[config.mk]
export PLATFORM = sky130hd
export DESIGN_NAME = folded_threshold_eval
export DESIGN_NICKNAME = d
export VERILOG_FILES = /design/src/rtl/folded_threshold_eval.sv
export SDC_FILE = /design/constraint.sdc
export NUM_CORES = 1
export LEC_CHECK = 0
export BUFFER_PORTS_ARGS = -buffer_cell sky130_fd_sc_hd__buf_2
export CORE_MARGIN = 2
export CORE_UTILIZATION = 40
export DETAILED_ROUTE_END_ITERATION = 6
export PLACE_DENSITY = 0.59
export SYNTH_ARGS = -nofsm -noshare
export SYNTH_HDL_FRONTEND = slang
export SYNTH_SLANG_ARGS = --single-unit
[constraint.sdc]
create_clock -name clk -period 2.8 [get_ports clk]
set_input_delay 0.28 -clock clk [delete_from_list [all_inputs] [get_ports clk]]
set_output_delay 0.28 -clock clk [all_outputs]
set_load 0.005 [all_outputs]
[src/rtl/folded_threshold_eval.sv]
// folded_threshold_eval
// Computes popcount(vec) >= threshold over ceil(N/LANES) cycles. Each cycle
// folds LANES bits of the captured vector into one shared accumulator, so
// wide threshold evaluation costs latency instead of adder area.
//
// state  | meaning
// IDLE   | ready for a new vector; in_ready high
// ACCUM  | folding one LANES-wide slice per cycle into the accumulator
// DONE   | result presented and held until the consumer takes it

module folded_threshold_eval #(
  parameter int N     = 7,
  parameter int LANES = 1,
  parameter int CW    = $clog2(N + 2)
) (
  input  logic          clk,
  input  logic          rst_n,
  input  logic          in_valid,
  output logic          in_ready,
  input  logic [N-1:0]  in_vec,
  input  logic          in_thr_sel,
  input  logic [CW-1:0] in_thr,
  output logic          out_valid,
  input  logic          out_ready,
  output logic          out_y,
  output logic [CW-1:0] out_count,
  output logic          busy
);

  // idx never exceeds N+LANES-1, so this width holds idx + LANES safely
  localparam int IW = $clog2(N + LANES + 1);
  // strict majority: an exact half (even N) is not enough
  localparam logic [CW-1:0] MAJ_THR = CW'(N / 2 + 1);

  typedef enum logic [1:0] {
    S_IDLE,
    S_ACCUM,
    S_DONE
  } state_t;

  state_t              state_q;
  logic [N-1:0]        vec_q;
  logic [CW-1:0]       thr_q;
  logic [CW-1:0]       acc_q;
  logic [CW-1:0]       acc_d;
  logic [IW-1:0]       idx_q;
  logic [IW-1:0]       idx_d;
  logic                in_ready_q;
  logic                out_valid_q;
  logic                out_y_q;
  logic [CW-1:0]       out_count_q;
  logic                busy_q;

  logic [N+LANES-1:0]  vec_pad;
  logic [LANES-1:0]    slice;
  logic                last_slice;

  // Slice extraction and accumulate; zero padding above bit N-1 masks the tail slice
  always_comb begin
    vec_pad    = {{LANES{1'b0}}, vec_q};
    slice      = LANES'(vec_pad >> idx_q);
    acc_d      = acc_q + CW'($countones(slice));
    idx_d      = idx_q + IW'(LANES);
    last_slice = (idx_d >= IW'(N));
  end

  // Control FSM with registered handshake and result outputs
  always_ff @(posedge clk) begin
    if (!rst_n) begin
      state_q     <= S_IDLE;
      vec_q       <= '0;
      thr_q       <= '0;
      acc_q       <= '0;
      idx_q       <= '0;
      in_ready_q  <= 1'b1;
      out_valid_q <= 1'b0;
      out_y_q     <= 1'b0;
      out_count_q <= '0;
      busy_q      <= 1'b0;
    end else begin
      case (state_q)
        S_IDLE: begin
          if (in_valid && in_ready_q) begin
            vec_q      <= in_vec;
            thr_q      <= in_thr_sel ? in_thr : MAJ_THR;
            acc_q      <= '0;
            idx_q      <= '0;
            in_ready_q <= 1'b0;
            busy_q     <= 1'b1;
            state_q    <= S_ACCUM;
          end
        end
        S_ACCUM: begin
          acc_q <= acc_d;
          idx_q <= idx_d;
          if (last_slice) begin
            out_valid_q <= 1'b1;
            out_count_q <= acc_d;
            out_y_q     <= (acc_d >= thr_q);
            state_q     <= S_DONE;
          end
        end
        S_DONE: begin
          // in_ready stays low here, so a new accept waits one cycle after the handshake
          if (out_ready) begin
            out_valid_q <= 1'b0;
            in_ready_q  <= 1'b1;
            busy_q      <= 1'b0;
            state_q     <= S_IDLE;
          end
        end
        default: begin
          state_q     <= S_IDLE;
          in_ready_q  <= 1'b1;
          out_valid_q <= 1'b0;
          busy_q      <= 1'b0;
        end
      endcase
    end
  end

  assign in_ready  = in_ready_q;
  assign out_valid = out_valid_q;
  assign out_y     = out_y_q;
  assign out_count = out_count_q;
  assign busy      = busy_q;

endmodule

==> metrics.cfg, run 1 <==
[status]
outcome = finished, final reports clean

[routing]
drcViolationCount = 0
vias_per_cell = 5.030
first_pass_iters = 4
drtIter0Drc = 40
routed_wl_um = 2907
ant_nets = 0
wl_per_cell_um = 12.58
num_vias = 1162

[pwr]
p_seq_share_pct = 56.2
irDropWorstVdd_uv = 245.5
combPwrFrac_pct = 12.5
p_switching_mw = 0.2163
pwr_density_cell_nw_per_um2 = 475.7
cellLeakagePower_nw = 0.6542
switching_share_pct = 27.72
finalPower_mw = 0.7803
power_frac_clock_pct = 31.4
p_int_mw = 0.5640

[synthesis]
ys.flop_type = dfxtp_1
synthTopCellsByArea = dfxtp_1, nand2_1, ha_1
yosysSeqAreaShare_pct = 40.31
synthDistinctLibCells = 37
async_flop_share_pct = 0
synth_largest_area_cell = dfxtp_1
synth-seq-cells = 29
syn-cell-area_sq_um = 1440
ys_warn_count = 0
avgSynthCellArea_sq_um = 8.945
netlist_instances = 161
synth_edf_count = 0
synth_top_area_share_pct = 40.31
syn_nets = 185

[clocking]
clkTransAtPathRegs_ns = 0.10
clockBufferDepth = 2
cts_tree = built
holdBufCountCts = 0
cts_resized = 1
cts.sinks = 29
clk_latency_ns = 0.33
h-tree-depth = 2
numCtsBuffers = 5
cts_root_buffer = clkbuf_4
post_cts.repair.setup_buffers = 0

[floorplanning]
core_sq_um = 3390
die_x_um = 64
io-pin-count = 24
rows = 21
initial_core_util_pct = 42.49
die_h_um = 64
die-area_sq_um = 4096

[global_routing]
overflow = 0
grt_max_degree = 34
antenna_found_initial = 0
grt.total_usage_pct = 15.67
grt_pass1_wl_um = 4974
grt_pass1_vias = 1094

[critical_path]
critical_path_class = register to register
crit_slowest_cell = mux4_1
cp_top_family = compound AO/OA/AOI/OAI gates
worst_setup_path_end_kind = register
cp_common_cell = ha_1
cp_data_required_time_ns = 3.02
cp_cell_sequence = mux4_1 -> o21ai_1 -> nor2_1 -> ha_1 -> inv_1 -> ha_1 -> nand2b_1 -> a2111oi_2 -> nor4_2 -> o21bai_1
crit_path_start_kind = register
critical_path_buf_inv_count = 1
arrival_ns = 2.89
slowest_delay_ns = 0.55
path_max_fanout = 3

[sta]
setup_ws_ns = 0.1307
drv_slew = 0
post-route-min-period_ns = 2.669
slew-limit-headroom_pct = 58.33
timing_hold_violations_final = 0
worst_pin_slew_ns = 0.6250
fmax_mhz = 374.6
fin_crit_sh_pct = 95.33
finalSetupViolations = 0
fin_skew_ns = 0.008652

[place]
globalplace.congestion = 0.8215
io_buffer_count = 23
dp_slack_ns = -0.03920
hpwl_um = 1989

[worst_hold_path]
hold_class = primary input to register

[finish]
drive_gt1_share_pct = 21.62
num_antenna_cells = 0
layout.nets = 208
area_delta_synth_final_pct = 13.90

[job]
drv_cap = 0

-- final cells by class --
class                   count  area [sq um]
fillers                   335          1749
multi-input cells         117         798.3
flip-flops and latches     29         580.6
repair buffers             25         130.1
well taps                  46         57.56
clock buffers               6         41.29
inverters                   6         22.52
clock inverters             2         10.01
-- cell usage in the layout (no fill, tap or decap), types with 5 or more instances in the layout --
master	n
o21ai_0	7
nand2_1	29
nand3_1	6
buf_2	23
clkbuf_4	5
ha_1	7
nor2b_1	5
nor2_1	7
a21boi_0	12
dfxtp_1	29
inv_1	6
-- power groups by stage --
| stage | Sequential [mW] | Combinational (mW) | Clock (mW) |
|---|---|---|---|
| final | 0.438 | 0.0974 | 0.245 |
| after global routing | 0.441 | 0.112 | 0.271 |
| after CTS | 0.438 | 0.0960 | 0.251 |
| after detailed placement | 0.448 | 0.0956 | 0 |
| after global placement | 0.448 | 0.0924 | 0 |
| after floorplan | 0.446 | 0.0706 | 0 |
-- metrics by stage --
| step | util, % | area, sq um | hold WS (ns) | TNS (ns) | instances |
|---|---|---|---|---|---|
| floorplan | - | 1440 | 0.4249 | 0 | 161 |
| detailed placement | 46.40 | 1573 | 0.4439 | -0.03920 | 223 |
| global placement | 46.40 | 1573 | 0.4417 | 0 | 223 |
| finish | 48.39 | 1640 | 0.1880 | 0 | 231 |
| CTS | 47.95 | 1625 | 0.1815 | 0 | 231 |
| global route | 48.39 | 1640 | 0.1907 | -0.01996 | 231 |
-- cell usage after synthesis (2+ instances only) --
library cell / count
a21boi_0: 12
a21oi_1: 4
a31oi_1: 3
and2_1: 2
buf_2: 2
buf_4: 3
clkbuf_1: 3
dfxtp_1: 29
ha_1: 8
inv_1: 6
mux2i_1: 3
nand2_1: 29
nand2b_1: 2
nand3_1: 6
nor2_1: 7
nor2b_1: 5
nor3b_1: 4
o211a_1: 2
o21a_1: 4
o21ai_0: 9
xnor2_1: 2
-- kinds of logic (layout without fill, tap and decap cells) --
group                    count (synthesis)  count (layout)  synth area share (%)
multiplexers                             4               4                 3.910
XOR/XNOR                                 3               3                 1.825
adder cells (fa/ha/maj)                  8               8                 6.951
AND/OR/NAND/NOR                         62              62                 22.07
flip-flops                              29              29                 40.31
buffers and inverters                   15              39                 5.386
AO/OA/AOI/OAI                           40              40                 19.55
-- state kept, by name, summed over array words and instances (netlist names) --
| signal | count |
|---|---|
| vec_q | 7 |
| acc_q | 4 |
| idx_q | 4 |
| out_count | 4 |
| thr_q | 4 |
| state_q | 2 |
| busy | 1 |
| in_ready | 1 |
| out_valid | 1 |
| out_y | 1 |
-- worst register-to-register path: cells and delay by family (launching register included) --
kind            cells  cell delay [ns]
buf+inv             1             0.06
flops               1             0.35
fa+ha+maj           2             0.59
simple gates        3             0.31
mux                 1             0.55
compound gates      3             0.72
-- per-layer routing --
metal	share of wire [%]	vias up	global-route usage [%]	wire, um
met3	3.6	6	5.282	104
met2	47	16	23.70	1358
li1	-	603	-	-
met1	48	537	20.33	1394
met5	0	-	0	0
met4	1.7	0	6.522	49
-- final timing paths --
kind                               from                     to  slack (ns)  cells past startpoint
setup reg to reg  idx_q[0]$_SDFFE_PN0P_     out_y$_SDFFE_PN0P_        0.13                     10
hold reg to reg      out_y$_SDFFE_PN0P_     out_y$_SDFFE_PN0P_        0.46                      2
hold / removal                in_vec[4]  vec_q[4]$_SDFFE_PN0P_        0.19                      3
setup / recovery  idx_q[0]$_SDFFE_PN0P_     out_y$_SDFFE_PN0P_        0.13                     10
Power figures use the tool's default switching activity.
==> inputs of run 2 (changes only) <==
- CORE_UTILIZATION: 40 -> 25
- PLACE_DENSITY: 0.59 -> 0.4
==> run 2 against run 1 <==
Global-route usage shrank 4.5 points. Die area grew 56%. Critical path depth unchanged. Final cell count is 12% higher. First-iteration DRC count increased by 85%. Non-clock buffer count increased by 2.
==> metrics.cfg, run 2 (synthesized netlist as in run 1, its figures left out) <==
[status]
outcome = finished, final reports clean

[finish]
largest_register_ffs = 7  ; unchanged
drive_gt1_share_pct = 21.51  ; -0.12 points
num_antenna_cells = 0  ; unchanged
layout.nets = 210  ; +0.96%
instances_no_fill = 258  ; +12%
num-fill-cells = 619  ; +85%
area_delta_synth_final_pct = 19.46
final_core_util_pct = 31.05  ; -17 points
final_cell_area_sq_um = 1720  ; +4.9%
final_cell_mix = nand2_1, dfxtp_1, buf_2, a21boi_0, ha_1
top_register = vec_q

[sta]
finalSetupViolations = 0  ; unchanged
drv_slew = 0  ; unchanged
post-route-min-period_ns = 2.672  ; +0.002822 ns
timing.setup.tns_ns = 0  ; unchanged
fin_crit_sh_pct = 95.43  ; +0.10 points
worst_pin_slew_ns = 0.6231  ; -0.001946 ns
timing_hold_violations_final = 0  ; unchanged
setup_ws_ns = 0.1279  ; -0.002822 ns
rsz0062_at_grt = false
slew-limit-headroom_pct = 58.46  ; +0.13 points
fin_skew_ns = 0.005891  ; -0.002761 ns
fmax_mhz = 374.2  ; -0.11%

[critical_path]
cp_cell_sequence = mux4_1 -> o21ai_1 -> nor2_1 -> ha_1 -> ha_1 -> xor2_2 -> ha_1 -> a2111oi_2 -> nor4_2 -> o21bai_1
r2r_cells = 10  ; unchanged
worst_setup_path_end_kind = register
critical_path_class = register to register
cp_common_cell = ha_1
arrival_ns = 2.84  ; -0.05 ns
cp_top_family = compound AO/OA/AOI/OAI gates
crit_path_start_kind = register
critical_path_buf_inv_count = 0  ; -1
cp_data_required_time_ns = 2.96  ; -0.06 ns
slowest_delay_ns = 0.56  ; about the same
crit_slowest_cell = mux4_1
path_max_fanout = 3  ; unchanged
cp.depth = 10  ; unchanged

[routing]
drtIter0Drc = 74  ; +85%
first_pass_iters = 4  ; unchanged
drcViolationCount = 0  ; unchanged
ant_nets = 0  ; unchanged
routed_wl_um = 3227  ; +11%
num_vias = 1183  ; +1.8%
vias_per_cell = 4.585  ; -8.8%
wl_per_cell_um = 12.51  ; -0.61%

[clocking]
numCtsBuffers = 5  ; unchanged
cts.sinks = 29  ; unchanged
post_cts.repair.setup_buffers = 0  ; unchanged
cts_tree = built
h-tree-depth = 2  ; unchanged
cts_root_buffer = clkbuf_8
clockBufferDepth = 2  ; unchanged
clk_latency_ns = 0.28  ; -0.05 ns
clkTransAtPathRegs_ns = 0.06  ; -0.04 ns

[global_routing]
grt_pass1_vias = 1112  ; +1.6%
antenna_found_initial = 0  ; unchanged
grt.total_usage_pct = 11.19  ; -4.5 points
grt_max_degree = 34  ; unchanged
overflow = 0  ; unchanged
grt_pass1_wl_um = 5375  ; +8.1%

[place]
globalplace.congestion = 0.7379  ; -10%
hpwl_um = 2210  ; +11%
io_buffer_count = 23  ; unchanged
dp.cells = 251  ; +13%
dp_slack_ns = -0.06529  ; -0.02609 ns
postPlaceCellArea_sq_um = 1620  ; +3.0%

[pwr]
irDropWorstVdd_uv = 236.3  ; -3.8%
pwr_density_cell_nw_per_um2 = 515.5  ; +8.4%
cellLeakagePower_nw = 0.6804  ; +4.0%

[floorplanning]
initial_core_util_pct = 25.99  ; -16 points
core_sq_um = 5540  ; +63%
io-pin-count = 24  ; unchanged
rows = 27  ; +29%
die-area_sq_um = 6384  ; +56%
die_h_um = 79.90  ; +25%
die_x_um = 79.90  ; +25%

[worst_hold_path]
hold_depth = 3  ; unchanged
hold_class = primary input to register

[job]
drv_cap = 0  ; unchanged

run 2: changes by cell type in the layout (fill, tap and decap cells not counted), sizes merged:
cell	previous run	this run
clkinv	2	0
buf	25	27
clkbuf	6	7
run 2: repair_timing:
item	in CTS	in global routing
setup endpoints to repair	1	1
hold buffers	0	0
gates resized for setup	3	2
run 2: layer usage:
| metal | vias up | GRT usage (%) | routed length (um) |
|---|---|---|---|
| met4 | 0 | 4.068 | 38 |
| met5 | - | 0 | 0 |
| met2 | 17 | 18.75 | 1609 |
| met3 | 5 | 3.394 | 116 |
| li1 | 604 | - | - |
| met1 | 557 | 13.43 | 1463 |
run 2: per-stage QoR:
stage / hold WS, ns / total power, mW
after global placement: 0.4435 / 0.5479
after floorplan: 0.4249 / 0.5163
after detailed placement: 0.4475 / 0.5502
after CTS: 0.2475 / 0.9050
final: 0.2501 / 0.8869
after global routing: 0.2497 / 0.9429
run 2: final cells by class:
type	count	area, sq um	share of cell area (%)
Sequential cell	29	580.6	33.75
Multi-Input combinational cell	117	795.8	46.25
Tap cell	72	90.09	5.236
Clock buffer	7	86.33	5.018
Timing Repair Buffer	27	145.1	8.436
Inverter	6	22.52	1.309
run 2: tightest hold or removal path, cell delays in order:
cell and delay, ns:
buf_2 0.09, nand2_1 0.04, a21boi_0 0.06
run 2: worst paths after layout:
kind | startpoint | end | slack, ns
setup / recovery | idx_q[0]$_SDFFE_PN0P_ | out_y$_SDFFE_PN0P_ | 0.13
setup reg to reg | idx_q[0]$_SDFFE_PN0P_ | out_y$_SDFFE_PN0P_ | 0.13
hold / removal | in_vec[2] | vec_q[2]$_SDFFE_PN0P_ | 0.25
hold reg to reg | out_count[1]$_SDFFE_PN0P_ | out_count[1]$_SDFFE_PN0P_ | 0.46
run 2: report_power, final:
part	switching, mW	internal (mW)
combinational	0.0593	0.0421
sequential	0.0102	0.429
clock	0.152	0.195
total	0.221	0.666
